===== src/rtl/axil_host_master.sv =====
// AXI4-Lite single-outstanding master: turns one register command into one
// AXI-Lite write (AW+W concurrently, then B) or read (AR, then R) and returns a response.
module axil_host_master #(
    parameter int ADDR_W  = 32,
    parameter int TIMEOUT = 1024
) (
    input  logic              M_AXI_ACLK,
    input  logic              M_AXI_ARESETN,
    input  logic              cmd_valid,
    output logic              cmd_ready,
    input  logic              cmd_write,
    input  logic [ADDR_W-1:0] cmd_addr,
    input  logic [31:0]       cmd_wdata,
    input  logic [3:0]        cmd_wstrb,
    output logic              rsp_valid,
    input  logic              rsp_ready,
    output logic [31:0]       rsp_rdata,
    output logic [1:0]        rsp_resp,
    output logic              rsp_write,
    output logic              timeout_flag,
    output logic [ADDR_W-1:0] M_AXI_AWADDR,
    output logic              M_AXI_AWVALID,
    input  logic              M_AXI_AWREADY,
    output logic [31:0]       M_AXI_WDATA,
    output logic [3:0]        M_AXI_WSTRB,
    output logic              M_AXI_WVALID,
    input  logic              M_AXI_WREADY,
    input  logic [1:0]        M_AXI_BRESP,
    input  logic              M_AXI_BVALID,
    output logic              M_AXI_BREADY,
    output logic [ADDR_W-1:0] M_AXI_ARADDR,
    output logic              M_AXI_ARVALID,
    input  logic              M_AXI_ARREADY,
    input  logic [31:0]       M_AXI_RDATA,
    input  logic [1:0]        M_AXI_RRESP,
    input  logic              M_AXI_RVALID,
    output logic              M_AXI_RREADY
);
    localparam int               CNT_W   = (TIMEOUT > 0) ? $clog2(TIMEOUT + 1) : 1;
    localparam logic [CNT_W-1:0] CNT_MAX = CNT_W'(TIMEOUT);

    typedef enum logic [2:0] {
        S_IDLE, S_WADDR_DATA, S_WRESP, S_RADDR, S_RDATA, S_RSP
    } state_t;

    state_t            r_state, w_state_nxt;
    logic              r_cmd_ready, r_aw_done, r_w_done;
    logic              r_awvalid, r_wvalid, r_arvalid;
    logic [ADDR_W-1:0] r_awaddr, r_araddr;
    logic [31:0]       r_wdata, r_rsp_rdata;
    logic [3:0]        r_wstrb;
    logic              r_rsp_valid, r_rsp_write, r_timeout;
    logic [1:0]        r_rsp_resp;
    logic [CNT_W-1:0]  r_cnt;

    logic w_accept, w_aw_hs, w_w_hs, w_ar_hs, w_b_hs, w_r_hs, w_busy;

    // r_cmd_ready is only ever high in IDLE, so it doubles as the accept qualifier
    assign w_accept = r_cmd_ready & cmd_valid;
    assign w_aw_hs  = r_awvalid & M_AXI_AWREADY;
    assign w_w_hs   = r_wvalid & M_AXI_WREADY;
    assign w_ar_hs  = r_arvalid & M_AXI_ARREADY;
    assign w_b_hs   = (r_state == S_WRESP) & M_AXI_BVALID;
    assign w_r_hs   = (r_state == S_RDATA) & M_AXI_RVALID;
    assign w_busy   = (r_state == S_WADDR_DATA) | (r_state == S_WRESP) |
                      (r_state == S_RADDR) | (r_state == S_RDATA);

    always_comb begin
        w_state_nxt = r_state;
        unique case (r_state)
            S_IDLE:       if (w_accept) w_state_nxt = cmd_write ? S_WADDR_DATA : S_RADDR;
            S_WADDR_DATA: if ((r_aw_done | w_aw_hs) & (r_w_done | w_w_hs)) w_state_nxt = S_WRESP;
            S_WRESP:      if (M_AXI_BVALID) w_state_nxt = S_RSP;
            S_RADDR:      if (w_ar_hs) w_state_nxt = S_RDATA;
            S_RDATA:      if (M_AXI_RVALID) w_state_nxt = S_RSP;
            S_RSP:        if (rsp_ready) w_state_nxt = S_IDLE;
            default:      w_state_nxt = S_IDLE;
        endcase
    end

    always_ff @(posedge M_AXI_ACLK or negedge M_AXI_ARESETN) begin
        if (!M_AXI_ARESETN) begin
            r_state     <= S_IDLE;
            r_cmd_ready <= 1'b0;
        end else begin
            r_state     <= w_state_nxt;
            r_cmd_ready <= (w_state_nxt == S_IDLE);
        end
    end

    // Request channels: VALIDs rise on accept and fall only after their own handshake
    always_ff @(posedge M_AXI_ACLK or negedge M_AXI_ARESETN) begin
        if (!M_AXI_ARESETN) begin
            r_awaddr  <= '0;
            r_araddr  <= '0;
            r_wdata   <= '0;
            r_wstrb   <= '0;
            r_awvalid <= 1'b0;
            r_wvalid  <= 1'b0;
            r_arvalid <= 1'b0;
            r_aw_done <= 1'b0;
            r_w_done  <= 1'b0;
        end else begin
            if (w_accept) begin
                r_aw_done <= 1'b0;
                r_w_done  <= 1'b0;
                if (cmd_write) begin
                    r_awaddr  <= cmd_addr;
                    r_wdata   <= cmd_wdata;
                    r_wstrb   <= cmd_wstrb;
                    r_awvalid <= 1'b1;
                    r_wvalid  <= 1'b1;
                end else begin
                    r_araddr  <= cmd_addr;
                    r_arvalid <= 1'b1;
                end
            end
            if (w_aw_hs) begin
                r_awvalid <= 1'b0;
                r_aw_done <= 1'b1;
            end
            if (w_w_hs) begin
                r_wvalid <= 1'b0;
                r_w_done <= 1'b1;
            end
            if (w_ar_hs) r_arvalid <= 1'b0;
        end
    end

    always_ff @(posedge M_AXI_ACLK or negedge M_AXI_ARESETN) begin
        if (!M_AXI_ARESETN) begin
            r_rsp_valid <= 1'b0;
            r_rsp_rdata <= '0;
            r_rsp_resp  <= '0;
            r_rsp_write <= 1'b0;
        end else begin
            if (w_b_hs) begin
                r_rsp_valid <= 1'b1;
                r_rsp_rdata <= '0;
                r_rsp_resp  <= M_AXI_BRESP;
                r_rsp_write <= 1'b1;
            end else if (w_r_hs) begin
                r_rsp_valid <= 1'b1;
                r_rsp_rdata <= M_AXI_RDATA;
                r_rsp_resp  <= M_AXI_RRESP;
                r_rsp_write <= 1'b0;
            end else if ((r_state == S_RSP) && rsp_ready) begin
                r_rsp_valid <= 1'b0;
            end
        end
    end

    // Watchdog only flags; the AXI transaction always runs to completion
    always_ff @(posedge M_AXI_ACLK or negedge M_AXI_ARESETN) begin
        if (!M_AXI_ARESETN) begin
            r_cnt     <= '0;
            r_timeout <= 1'b0;
        end else if (w_accept) begin
            r_cnt     <= '0;
            r_timeout <= 1'b0;
        end else if (w_busy && (TIMEOUT != 0) && (r_cnt != CNT_MAX)) begin
            r_cnt <= r_cnt + CNT_W'(1);
            if ((r_cnt + CNT_W'(1)) == CNT_MAX) r_timeout <= 1'b1;
        end
    end

    assign cmd_ready     = r_cmd_ready;
    assign rsp_valid     = r_rsp_valid;
    assign rsp_rdata     = r_rsp_rdata;
    assign rsp_resp      = r_rsp_resp;
    assign rsp_write     = r_rsp_write;
    assign timeout_flag  = r_timeout;
    assign M_AXI_AWADDR  = r_awaddr;
    assign M_AXI_AWVALID = r_awvalid;
    assign M_AXI_WDATA   = r_wdata;
    assign M_AXI_WSTRB   = r_wstrb;
    assign M_AXI_WVALID  = r_wvalid;
    assign M_AXI_BREADY  = (r_state == S_WRESP);
    assign M_AXI_ARADDR  = r_araddr;
    assign M_AXI_ARVALID = r_arvalid;
    assign M_AXI_RREADY  = (r_state == S_RDATA);
endmodule


===== config.mk =====
export PLATFORM = sky130hd
export DESIGN_NAME = axil_host_master
export DESIGN_NICKNAME = d
export VERILOG_FILES = /design/src/rtl/axil_host_master.sv
export SDC_FILE = /design/constraint.sdc
export NUM_CORES = 1
export LEC_CHECK = 0
export BUFFER_PORTS_ARGS = -buffer_cell sky130_fd_sc_hd__buf_2
export CAP_MARGIN = 15
export CORE_UTILIZATION = 40
export CTS_CLUSTER_DIAMETER = 30
export DETAILED_ROUTE_END_ITERATION = 10
export GPL_TIMING_DRIVEN = 0
export PLACE_DENSITY = 0.73
export SYNTH_ARGS = -nofsm -noshare
export SYNTH_HDL_FRONTEND = slang
export SYNTH_SLANG_ARGS = --single-unit

===== constraint.sdc =====
create_clock -name M_AXI_ACLK -period 2.78 [get_ports M_AXI_ACLK]
set_clock_uncertainty 0.2 [all_clocks]
set_input_delay 0.556 -clock M_AXI_ACLK [delete_from_list [all_inputs] [get_ports M_AXI_ACLK]]
set_output_delay 0.556 -clock M_AXI_ACLK [all_outputs]
set_load 0.02 [all_outputs]

==> results of run 1 <==
## flip-flops by register name (all words and copies together) (netlist names), 2 cells and up
signal and count:
r_cnt 11, rsp_rdata 32, M_AXI_ARADDR 32, r_state 3, M_AXI_WSTRB 4, M_AXI_AWADDR 32, rsp_resp 2, M_AXI_WDATA 32
## path summary, 6_finish.rpt
path,from,to,slack [ns],depth (start not counted)
setup / recovery,r_state[0]$_DFF_PN0_,M_AXI_BREADY,0.55,3
hold / removal,M_AXI_RDATA[11],rsp_rdata[11]$_DFFE_PN0P_,0.13,3
setup reg to reg,cmd_ready$_DFF_PN0_,M_AXI_ARADDR[9]$_DFFE_PN0P_,0.76,6
hold reg to reg,rsp_rdata[18]$_DFFE_PN0P_,rsp_rdata[18]$_DFFE_PN0P_,0.29,2
max in group asynchronous,M_AXI_ARESETN,M_AXI_ARADDR[14]$_DFFE_PN0P_,1.09,3
min in group asynchronous,M_AXI_ARESETN,cmd_ready$_DFF_PN0_,0.48,2
## metal layers
metal  wire (um)  track usage, %
met1        6100            22.5
met2        7380            31.1
met3        1080            6.93
met4         230            6.16
met5           0               0
## logic make-up after synthesis
family,after synthesis,synth area share [%]
simple gates,172,12.5
flops,157,62.1
mux,104,18.4
buf+inv,31,2.47
compound gates,20,2.39
xor+xnor,12,1.66
fa+ha+maj,2,0.396
## final cells by class
type                    count  share of cell area, %
well taps                 211                   3.10
clock buffers              17                   5.00
multi-input cells         310                   26.3
inverters                   5                  0.220
plain buffers              26                   1.62
flip-flops and latches    157                   46.2
repair buffers            258                   15.6
clock inverters            14                   1.98
## metrics by stage
stage | cell area [um2] | util, % | hold WS (ns)
floorplan | 6320 | - | 0.0604
global placement | 7870 | 51.4 | 0.273
detailed placement | 7910 | 51.6 | 0.280
CTS | 8510 | 55.6 | 0.105
global route | 8510 | 55.6 | 0.119
finish | 8510 | 55.6 | 0.133
## layout by cell type, fill, tap and decap left out, types with 5 or more instances in the layout
cell                          n
sky130_fd_sc_hd__clkbuf_1     5
sky130_fd_sc_hd__nor3_1       6
sky130_fd_sc_hd__buf_2      272
sky130_fd_sc_hd__xor2_1      10
sky130_fd_sc_hd__mux2_2     100
sky130_fd_sc_hd__clkbuf_16   17
sky130_fd_sc_hd__nor2_1      19
sky130_fd_sc_hd__inv_1        5
sky130_fd_sc_hd__and3_1       5
sky130_fd_sc_hd__dfrtp_1    157
sky130_fd_sc_hd__nand3_1     39
sky130_fd_sc_hd__nand2_1     83
## worst max-delay path, stage by stage, from the launching register on
cell,delay [ns]
sky130_fd_sc_hd__dfrtp_1,0.42
sky130_fd_sc_hd__buf_2,0.20
sky130_fd_sc_hd__nor3b_2,0.23
sky130_fd_sc_hd__buf_2,0.21
## where the power goes
| part | switching (mW) | internal [mW] | total, mW |
|---|---|---|---|
| Clock | 0.930 | 1.41 | 2.34 |
| Combinational | 2.61 | 1.72 | 4.33 |
| Sequential | 0.559 | 3.38 | 3.94 |
## repair_timing
| item | 4_1_cts | 5_1_grt |
|---|---|---|
| buffers inserted | 0 | 0 |
| hold endpoints to repair | 67 | 0 |
| hold buffers | 1 | 0 |
| setup endpoints to repair | 0 | 0 |
==> flow_metrics.env, run 1 <==
export IMPL_post_synth_edffs=0
export IMPL_totalWireLength_um=14800
export IMPL_synth_top_cell_area_share_pct=62.1
export IMPL_gp_routability_congestion=0.792
export IMPL_power_per_cell_area_mw_per_mm2=1250
export IMPL_timing_fmax_mhz=448
export IMPL_finalNonFillerCells=998
export IMPL_synth_cells=498
export IMPL_async_reset_ff_share_pct=100
export IMPL_setup_tns_ns=0
export IMPL_clock_tree_root_cell="sky130_fd_sc_hd__clkbuf_16"
export IMPL_final_critical_path_setup_slack_ns=0.546
export IMPL_dieHeight_um=128
export IMPL_cts_resized=0
export IMPL_required_time_worst_endpoint_ns=2.02
export IMPL_routed_vias=4758
export IMPL_p_leak_nw=4.39
export IMPL_maxSlewHeadroom_pct=65.2
export IMPL_post_route_min_period_ns=2.23
export IMPL_slew_violations=0
export IMPL_viasPerCell=4.77
export IMPL_std_cell_rows=45
export IMPL_first_pass_iters=4
export IMPL_cts_htree_levels=4
export IMPL_dp_cells=966
export IMPL_io_pins=257
export IMPL_grt_first_pass_wirelength_um=23700
export IMPL_hpwl_um=10800
export IMPL_grt_start_max_net_pins=91
export IMPL_postSynthRegisterBits=157
export IMPL_post_synth_most_frequent_cells="157 x sky130_fd_sc_hd__dfrtp_1, 100 x sky130_fd_sc_hd__mux2_2, 83 x sky130_fd_sc_hd__nand2_1"
export IMPL_die_area_mm2=0.0163
export IMPL_antenna_diode_count=0
export IMPL_core_area_mm2=0.0153
export IMPL_irDropWorstVdd_mv=0.704
export IMPL_worstSetupStartpointType="flop"
export IMPL_syn_avg_cell_area_um2=12.7
export IMPL_setup_violations=0
export IMPL_synth_yosys_seq_area_share_pct=62.1
export IMPL_status="completed"
export IMPL_setup_worst_path_class="flop to output port"
export IMPL_synthToLayoutAreaGrowth_pct=34.6
export IMPL_mappedNetlistArea_mm2=0.00632
export IMPL_type_of_destination_of_the_critical_path="output port"
export IMPL_drt_drc_violations_left=0
export IMPL_power_mw=10.6
export IMPL_rsz_0062_raised_after_global_routing="no"
export IMPL_cp_max_fo=10
export IMPL_synth_cell_type_count=39
export IMPL_clock_insertion_delay_worst_skew_ns=0.41
export IMPL_sequential_cell_area_mm2=0.00393
export IMPL_floorplan_initialDensity_pct=41.3
export IMPL_fillers=1348
export IMPL_synthMostInstantiatedCell="sky130_fd_sc_hd__dfrtp_1"
export IMPL_timing_max_cap_violations=0
export IMPL_numCtsBuffers=17
export IMPL_dp_slack_ns=0.457
export IMPL_via_count_of_the_first_global_routing_pass=4717
export IMPL_yosys_top_cells_area="sky130_fd_sc_hd__dfrtp_1 62%, sky130_fd_sc_hd__mux2_2 18%, sky130_fd_sc_hd__nand2_1 4.9%"
export IMPL_drive_above_1_share_pct=53.1
export IMPL_antenna_found_initial=0
export IMPL_clk_pin_slew_ns=0.06
export IMPL_worstMarginPinSlew_ns=0.523
export IMPL_final_hold_viol_count=0
export IMPL_primary_ff_master_synth="sky130_fd_sc_hd__dfrtp_1"
export IMPL_worst_endpoint_arrival_ns=1.48
export IMPL_cts_tree="done"
export IMPL_clock_tree_buffer_depth=2
export IMPL_multi_input_comb_area_mm2=0.00224
export IMPL_numClockSinks=157
export IMPL_yosysTopAreaCell="sky130_fd_sc_hd__dfrtp_1"
export IMPL_fin_crit_sh_pct=80.4
export IMPL_routed_wire_length_per_instance_um=14.8
export IMPL_nNetsFinal=891
export IMPL_yosys_warnings=0
export IMPL_track_usage_pct=18.7
export IMPL_number_of_nets_produced_by_synthesis=614
export IMPL_postRouteAntennaNets=0
export IMPL_detail_route_iter0_violations=165
export IMPL_die_x_um=128
export IMPL_worstHoldPathType="input pin to flop"
export IMPL_port_buffers=256
export IMPL_global_route_overflow_total=0
No activity file was read; power rests on OpenSTA's default activity.
==> run 2: changes to the inputs <==
--- a/config.mk
+++ b/config.mk
@@ -11,7 +11,7 @@
 export CTS_CLUSTER_DIAMETER = 30
 export DETAILED_ROUTE_END_ITERATION = 10
 export GPL_TIMING_DRIVEN = 0
-export PLACE_DENSITY = 0.73
+export PLACE_DENSITY = 0.76
 export SYNTH_ARGS = -nofsm -noshare
 export SYNTH_HDL_FRONTEND = slang
 export SYNTH_SLANG_ARGS = --single-unit
==> constraint.sdc (replaced) <==
create_clock -name M_AXI_ACLK -period 1.98 [get_ports M_AXI_ACLK]
set_clock_uncertainty 0.2 [all_clocks]
set_input_delay 0.396 -clock M_AXI_ACLK [delete_from_list [all_inputs] [get_ports M_AXI_ACLK]]
set_output_delay 0.396 -clock M_AXI_ACLK [all_outputs]
set_load 0.02 [all_outputs]
==> flow_metrics.env, run 2 (same netlist as run 1, synthesis figures left out) <==
export IMPL_slew_violations=0
export IMPL_grt_start_max_net_pins=80
export IMPL_worst_path_stages=5
export IMPL_worst_endpoint_arrival_ns=2.00
export IMPL_std_cell_rows=45
export IMPL_critical_path_top_delay_family="simple AND/OR/NAND/NOR gates"
export IMPL_setup_worst_path_class="flop to flop"
export IMPL_timing_max_cap_violations=0
export IMPL_critPathLaunch="r_cnt[5]$_DFFE_PN0P_"
export IMPL_die_area_mm2=0.0163
export IMPL_crit_end="r_cnt[9]$_DFFE_PN0P_"
export IMPL_status="completed"
export IMPL_hpwl_um=10800
export IMPL_detail_route_iter0_violations=163
export IMPL_worstHoldPathType="input pin to flop"
export IMPL_timing_fmax_mhz=521
export IMPL_cp_max_fo=4
export IMPL_worstSetupStartpointType="flop"
export IMPL_final_hold_viol_count=0
export IMPL_utilization_pct=60.0
export IMPL_via_count_of_the_first_global_routing_pass=5361
export IMPL_crit_path_max_incr_delay_ns=0.48
export IMPL_power_mw=15.2
export IMPL_worst_r2r_setup_slack_ns=0.06
export IMPL_layout_cells_most_common_list="259 x sky130_fd_sc_hd__buf_2, 155 x sky130_fd_sc_hd__dfrtp_1, 100 x sky130_fd_sc_hd__mux2_2"
export IMPL_power_per_cell_area_mw_per_mm2=1650
export IMPL_irDropWorstVdd_mv=0.951
export IMPL_numCtsBuffers=17
export IMPL_gp_routability_congestion=0.770
export IMPL_antenna_diode_count=0
export IMPL_drive_above_1_share_pct=51.1
export IMPL_commonest_non_fill_non_tap_cell_in_the_layout="sky130_fd_sc_hd__buf_2"
export IMPL_fillers=1228
export IMPL_cts_htree_levels=4
export IMPL_synthToLayoutAreaGrowth_pct=45.4
export IMPL_clock_tree_buffer_depth=2
export IMPL_clk_pin_slew_ns=0.06
export IMPL_p_leak_nw=4.67
export IMPL_type_of_destination_of_the_critical_path="flop"
export IMPL_dp_slack_ns=-0.219
export IMPL_track_usage_pct=20.4
export IMPL_final_critical_path_setup_slack_ns=0.0608
export IMPL_routed_wire_length_per_instance_um=15.2
export IMPL_rsz_0062_raised_after_global_routing="yes"
export IMPL_routed_vias=5085
export IMPL_register_to_register_path_depth=5
export IMPL_dieHeight_um=128
export IMPL_worst_path_bufs_invs=0
export IMPL_worstMarginPinSlew_ns=0.478
export IMPL_drt_drc_violations_left=0
export IMPL_r2r_start="r_cnt[5]$_DFFE_PN0P_"
export IMPL_critical_path_cell_chain="nor4_1 > nand3_2 > nand3_1 > xor2_1 > nor2_1"
export IMPL_antenna_found_initial=0
export IMPL_clock_insertion_delay_worst_skew_ns=0.41
export IMPL_nNetsFinal=950
export IMPL_io_pins=257
export IMPL_clock_tree_root_cell="sky130_fd_sc_hd__clkbuf_16"
export IMPL_fin_crit_sh_pct=96.9
export IMPL_totalWireLength_um=16100
export IMPL_viasPerCell=4.81
export IMPL_end_of_the_worst_register_to_register_path="r_cnt[9]$_DFFE_PN0P_"
export IMPL_setup_violations=0
export IMPL_first_pass_iters=6
export IMPL_numClockSinks=157
export IMPL_maxSlewHeadroom_pct=67.8
export IMPL_worst_path_max_delay_cell="sky130_fd_sc_hd__nor4_1"
export IMPL_required_time_worst_endpoint_ns=2.06
export IMPL_post_route_min_period_ns=1.92
export IMPL_global_route_overflow_total=0
export IMPL_grt_first_pass_wirelength_um=25800
export IMPL_floorplan_initialDensity_pct=41.3
export IMPL_port_buffers=256
export IMPL_core_area_mm2=0.0153
export IMPL_cts_tree="done"
export IMPL_postRouteAntennaNets=0
export IMPL_die_x_um=128
==> run 2: changes by cell type in the layout (fill, tap and decap cells not counted), sizes merged <==
cell	before	now
bufinv	3	2
clkbuf	22	30
clkinv	7	6
dlygate4sd3	1	55
==> run 2: worst min path at each step <==
stage                              start                          end  slack (ns)  depth (start not counted)
3_3_place_gp   rsp_rdata[15]$_DFFE_PN0P_    rsp_rdata[15]$_DFFE_PN0P_        0.27                          2
3_5_place_dp               M_AXI_ARESETN        r_aw_done$_DFFE_PN0P_        0.24                          2
2_1_floorplan              M_AXI_ARESETN  M_AXI_ARADDR[0]$_DFFE_PN0P_        -0.1                          0
5_1_grt                    cmd_wdata[23]  M_AXI_WDATA[23]$_DFFE_PN0P_      0.0002                          2
6_report                    cmd_wstrb[0]   M_AXI_WSTRB[0]$_DFFE_PN0P_        0.01                          2
4_1_cts                     cmd_wstrb[3]   M_AXI_WSTRB[3]$_DFFE_PN0P_      0.0001                          2
==> run 2: cell type report <==
type	instances	area (um2)	share of cell area, %
flip-flops and latches	157	3930	42.8
multi-input cells	310	2280	24.8
repair buffers	317	1930	21.0
clock buffers	20	467	5.08
well taps	211	264	2.87
plain buffers	26	173	1.88
clock inverters	12	134	1.46
inverters	5	18.8	0.204
==> run 2: through the flow <==
stage	instances	hold slack (ns)	area [um2]	TNS, ns
6_report	1058	0.0132	9200	0
3_5_place_dp	967	0.243	7930	-14.30
2_1_floorplan	498	-0.0996	6320	0
4_1_cts	1053	0.000120	9100	0
5_1_grt	1058	0.000206	9200	-0.0688
3_3_place_gp	965	0.275	7870	-334.75
==> run 2: worst register-to-register path: cells and delay by family, from the launching register on <==
kind             cells  cell delay [ns]
XOR/XNOR             1             0.23
AND/OR/NAND/NOR      4             0.95
flip-flops           1             0.42
==> run 2: power breakdown <==
part | switching (mW) | total [mW] | internal (mW)
registers | 0.787 | 5.53 | 4.75
clock network | 1.31 | 3.27 | 1.96
logic | 3.77 | 6.36 | 2.59
total | 5.87 | 15.2 | 9.30
==> run 2: what timing repair did <==
item	CTS	global route
resized for setup	12	15
setup endpoints to repair	100	46
buffers inserted	3	1
hold buffers	51	4
hold endpoints to repair	207	4
pin swaps	2	2
==> run 2: layer usage <==
layer | wire length, um | track usage (%) | vias to the layer above
li1 | - | - | 2380
met1 | 6420 | 23.1 | 2463
met2 | 8180 | 35.4 | 206
met3 | 1030 | 6.14 | 36
met4 | 433 | 9.07 | 0
met5 | 0 | 0 | -
==> run 3: changes to the inputs <==
--- a/config.mk
+++ b/config.mk
@@ -7,6 +7,7 @@
 export LEC_CHECK = 0
 export BUFFER_PORTS_ARGS = -buffer_cell sky130_fd_sc_hd__buf_2
 export CAP_MARGIN = 15
+export CORE_MARGIN = 2
 export CORE_UTILIZATION = 40
 export CTS_CLUSTER_DIAMETER = 30
 export DETAILED_ROUTE_END_ITERATION = 10
==> flow_metrics.env, run 3 (same netlist as run 1, synthesis figures left out) <==
export IMPL_dpl_cell_area_mm2=0.00791
export IMPL_clock_insertion_delay_worst_skew_ns=0.42
export IMPL_global_route_overflow_total=0
export IMPL_detail_route_iter0_violations=157
export IMPL_via_count_of_the_first_global_routing_pass=5414
export IMPL_register_to_register_path_depth=7
export IMPL_clock_tree_buffer_depth=2
export IMPL_r2r_start="r_cnt[1]$_DFFE_PN0P_"
export IMPL_setup_worst_path_class="flop to flop"
export IMPL_port_buffers=256
export IMPL_timing_max_cap_violations=0
export IMPL_postLayoutCellArea_mm2=0.00920
export IMPL_portion_of_total_power_attributed_to_combinational_logic_pct=41.3
export IMPL_power_mw=15.4
export IMPL_drt_drc_violations_left=0
export IMPL_timing_fmax_mhz=513
export IMPL_power_sequential_fraction_pct=36.0
export IMPL_utilization_pct=60.1
export IMPL_routed_vias=5136
export IMPL_grt_first_pass_wirelength_um=26000
export IMPL_multi_input_comb_area_mm2=0.00227
export IMPL_final_hold_viol_count=0
export IMPL_cts_htree_levels=4
export IMPL_io_pins=257
export IMPL_die_x_um=130
export IMPL_worst_r2r_setup_slack_ns=0.03
export IMPL_crit_end="r_cnt[2]$_DFFE_PN0P_"
export IMPL_nNetsFinal=949
export IMPL_grt_start_max_net_pins=95
export IMPL_worstSetupStartpointType="flop"
export IMPL_internal_power_summed_over_all_cells_mw=9.50
export IMPL_clock_tree_root_cell="sky130_fd_sc_hd__clkbuf_16"
export IMPL_std_cell_rows=45
export IMPL_cts_tree="done"
export IMPL_die_area_mm2=0.0168
export IMPL_viasPerCell=4.85
export IMPL_maxSlewHeadroom_pct=66.6
export IMPL_p_clk_share_pct=22.7
export IMPL_final_critical_path_setup_slack_ns=0.0323
export IMPL_sw_frac_of_total_pct=38.5
export IMPL_layout_cells_most_common_list="265 x sky130_fd_sc_hd__buf_2, 155 x sky130_fd_sc_hd__dfrtp_1, 100 x sky130_fd_sc_hd__mux2_2"
export IMPL_critPathLaunch="r_cnt[1]$_DFFE_PN0P_"
export IMPL_drive_above_1_share_pct=51.1
export IMPL_worstMarginPinSlew_ns=0.501
export IMPL_rsz_0062_raised_after_global_routing="yes"
export IMPL_required_time_worst_endpoint_ns=2.06
export IMPL_dieHeight_um=130
export IMPL_type_of_destination_of_the_critical_path="flop"
export IMPL_postRouteAntennaNets=0
export IMPL_worst_endpoint_arrival_ns=2.03
export IMPL_track_usage_pct=19.9
export IMPL_synthToLayoutAreaGrowth_pct=45.4
export IMPL_slew_violations=0
export IMPL_hpwl_um=11100
export IMPL_p_leak_nw=4.67
export IMPL_fin_crit_sh_pct=98.4
export IMPL_worstHoldPathType="input pin to flop"
export IMPL_commonest_non_fill_non_tap_cell_in_the_layout="sky130_fd_sc_hd__buf_2"
export IMPL_first_pass_iters=6
export IMPL_post_route_min_period_ns=1.95
export IMPL_floorplan_initialDensity_pct=41.3
export IMPL_numCtsBuffers=17
export IMPL_cp_max_fo=6
export IMPL_power_per_cell_area_mw_per_mm2=1680
export IMPL_totalWireLength_um=16700
export IMPL_gp_routability_congestion=0.795
export IMPL_numClockSinks=157
export IMPL_routed_wire_length_per_instance_um=15.7
export IMPL_core_area_mm2=0.0153
export IMPL_irDropWorstVdd_mv=1.10
export IMPL_end_of_the_worst_register_to_register_path="r_cnt[2]$_DFFE_PN0P_"
export IMPL_antenna_found_initial=0
export IMPL_status="completed"
export IMPL_setup_violations=0
export IMPL_net_switching_power_mw=5.94
export IMPL_sequential_cell_area_mm2=0.00393
export IMPL_dp_slack_ns=-0.181
export IMPL_fillers=1236
export IMPL_clk_pin_slew_ns=0.06
==> run 3: cell count changes in the layout (fill, tap and decap cells not counted), sizes merged <==
cell / change
clkinvlp: +1
buf: +3
diode: +1
clkbuf: -5
clkinv: -4
bufinv: +2
dlygate4sd3: +1
inv: +1
==> run 3: timing repair <==
item | CTS | global route
gates resized for setup | 10 | 13
endpoints found under the setup margin | 100 | 18
endpoints found under the hold margin | 118 | 0
hold buffers | 56 | 0
setup buffers | 1 | 2
pin swaps | 3 | 3
==> run 3: how the worst min path moves through the flow <==
stage	startpoint	slack, ns	to	cells past startpoint
after global placement	rsp_rdata[21]$_DFFE_PN0P_	0.28	rsp_rdata[21]$_DFFE_PN0P_	2
after floorplan	M_AXI_ARESETN	-0.1	M_AXI_ARADDR[0]$_DFFE_PN0P_	0
after global routing	cmd_wdata[8]	0.002	M_AXI_WDATA[8]$_DFFE_PN0P_	2
after CTS	cmd_wdata[30]	0.0005	M_AXI_WDATA[30]$_DFFE_PN0P_	2
final	cmd_wdata[30]	0.01	M_AXI_WDATA[30]$_DFFE_PN0P_	2
after detailed placement	M_AXI_ARESETN	0.17	r_aw_done$_DFFE_PN0P_	1
==> run 3: worst max-delay path, cell delays in order (launching register included) <==
cell,delay [ns]
sky130_fd_sc_hd__dfrtp_2,0.44
sky130_fd_sc_hd__inv_1,0.10
sky130_fd_sc_hd__ha_1,0.14
sky130_fd_sc_hd__nor4bb_2,0.34
sky130_fd_sc_hd__nand3_2,0.20
sky130_fd_sc_hd__nand3_2,0.14
sky130_fd_sc_hd__xor2_1,0.20
sky130_fd_sc_hd__nor2_1,0.06
==> run 3: power by group through the flow <==
stage	Clock [mW]	Sequential, mW	Combinational, mW
after floorplan	0	7.35	2.09
after global placement	0	5.49	6.03
after detailed placement	0	5.58	6.16
after CTS	3.58	5.54	6.34
after global routing	3.72	5.74	6.84
final	3.51	5.57	6.37
==> run 3: final cells by class <==
class | instances | share of cell area (%)
Multi-Input combinational cell | 310 | 24.7
Timing Repair Buffer | 316 | 20.8
Clock buffer | 20 | 4.97
Sequential cell | 157 | 42.7
Clock inverter | 12 | 1.99
Buffer | 26 | 1.70
Antenna cell | 1 | 0.0272
Inverter | 5 | 0.204
Tap cell | 211 | 2.87
==> run 3: layer usage <==
layer / wire (um) / vias to the layer above / share of wire [%] / track usage (%)
met5: 0 / - / 0 / 0
met4: 527 / 0 / 3.2 / 9.11
met3: 1140 / 40 / 6.9 / 6.36
met2: 8530 / 204 / 51 / 34.6
met1: 6460 / 2509 / 39 / 22.5
li1: - / 2383 / - / -
==> run 3: per-stage QoR <==
step	TNS (ns)	cells	hold WS, ns
2_1_floorplan	0	498	-0.0996
3_3_place_gp	-339.45	965	0.275
3_5_place_dp	-11.44	966	0.169
4_1_cts	0	1055	0.000483
5_1_grt	-0.284	1057	0.00162
6_report	0	1058	0.0109
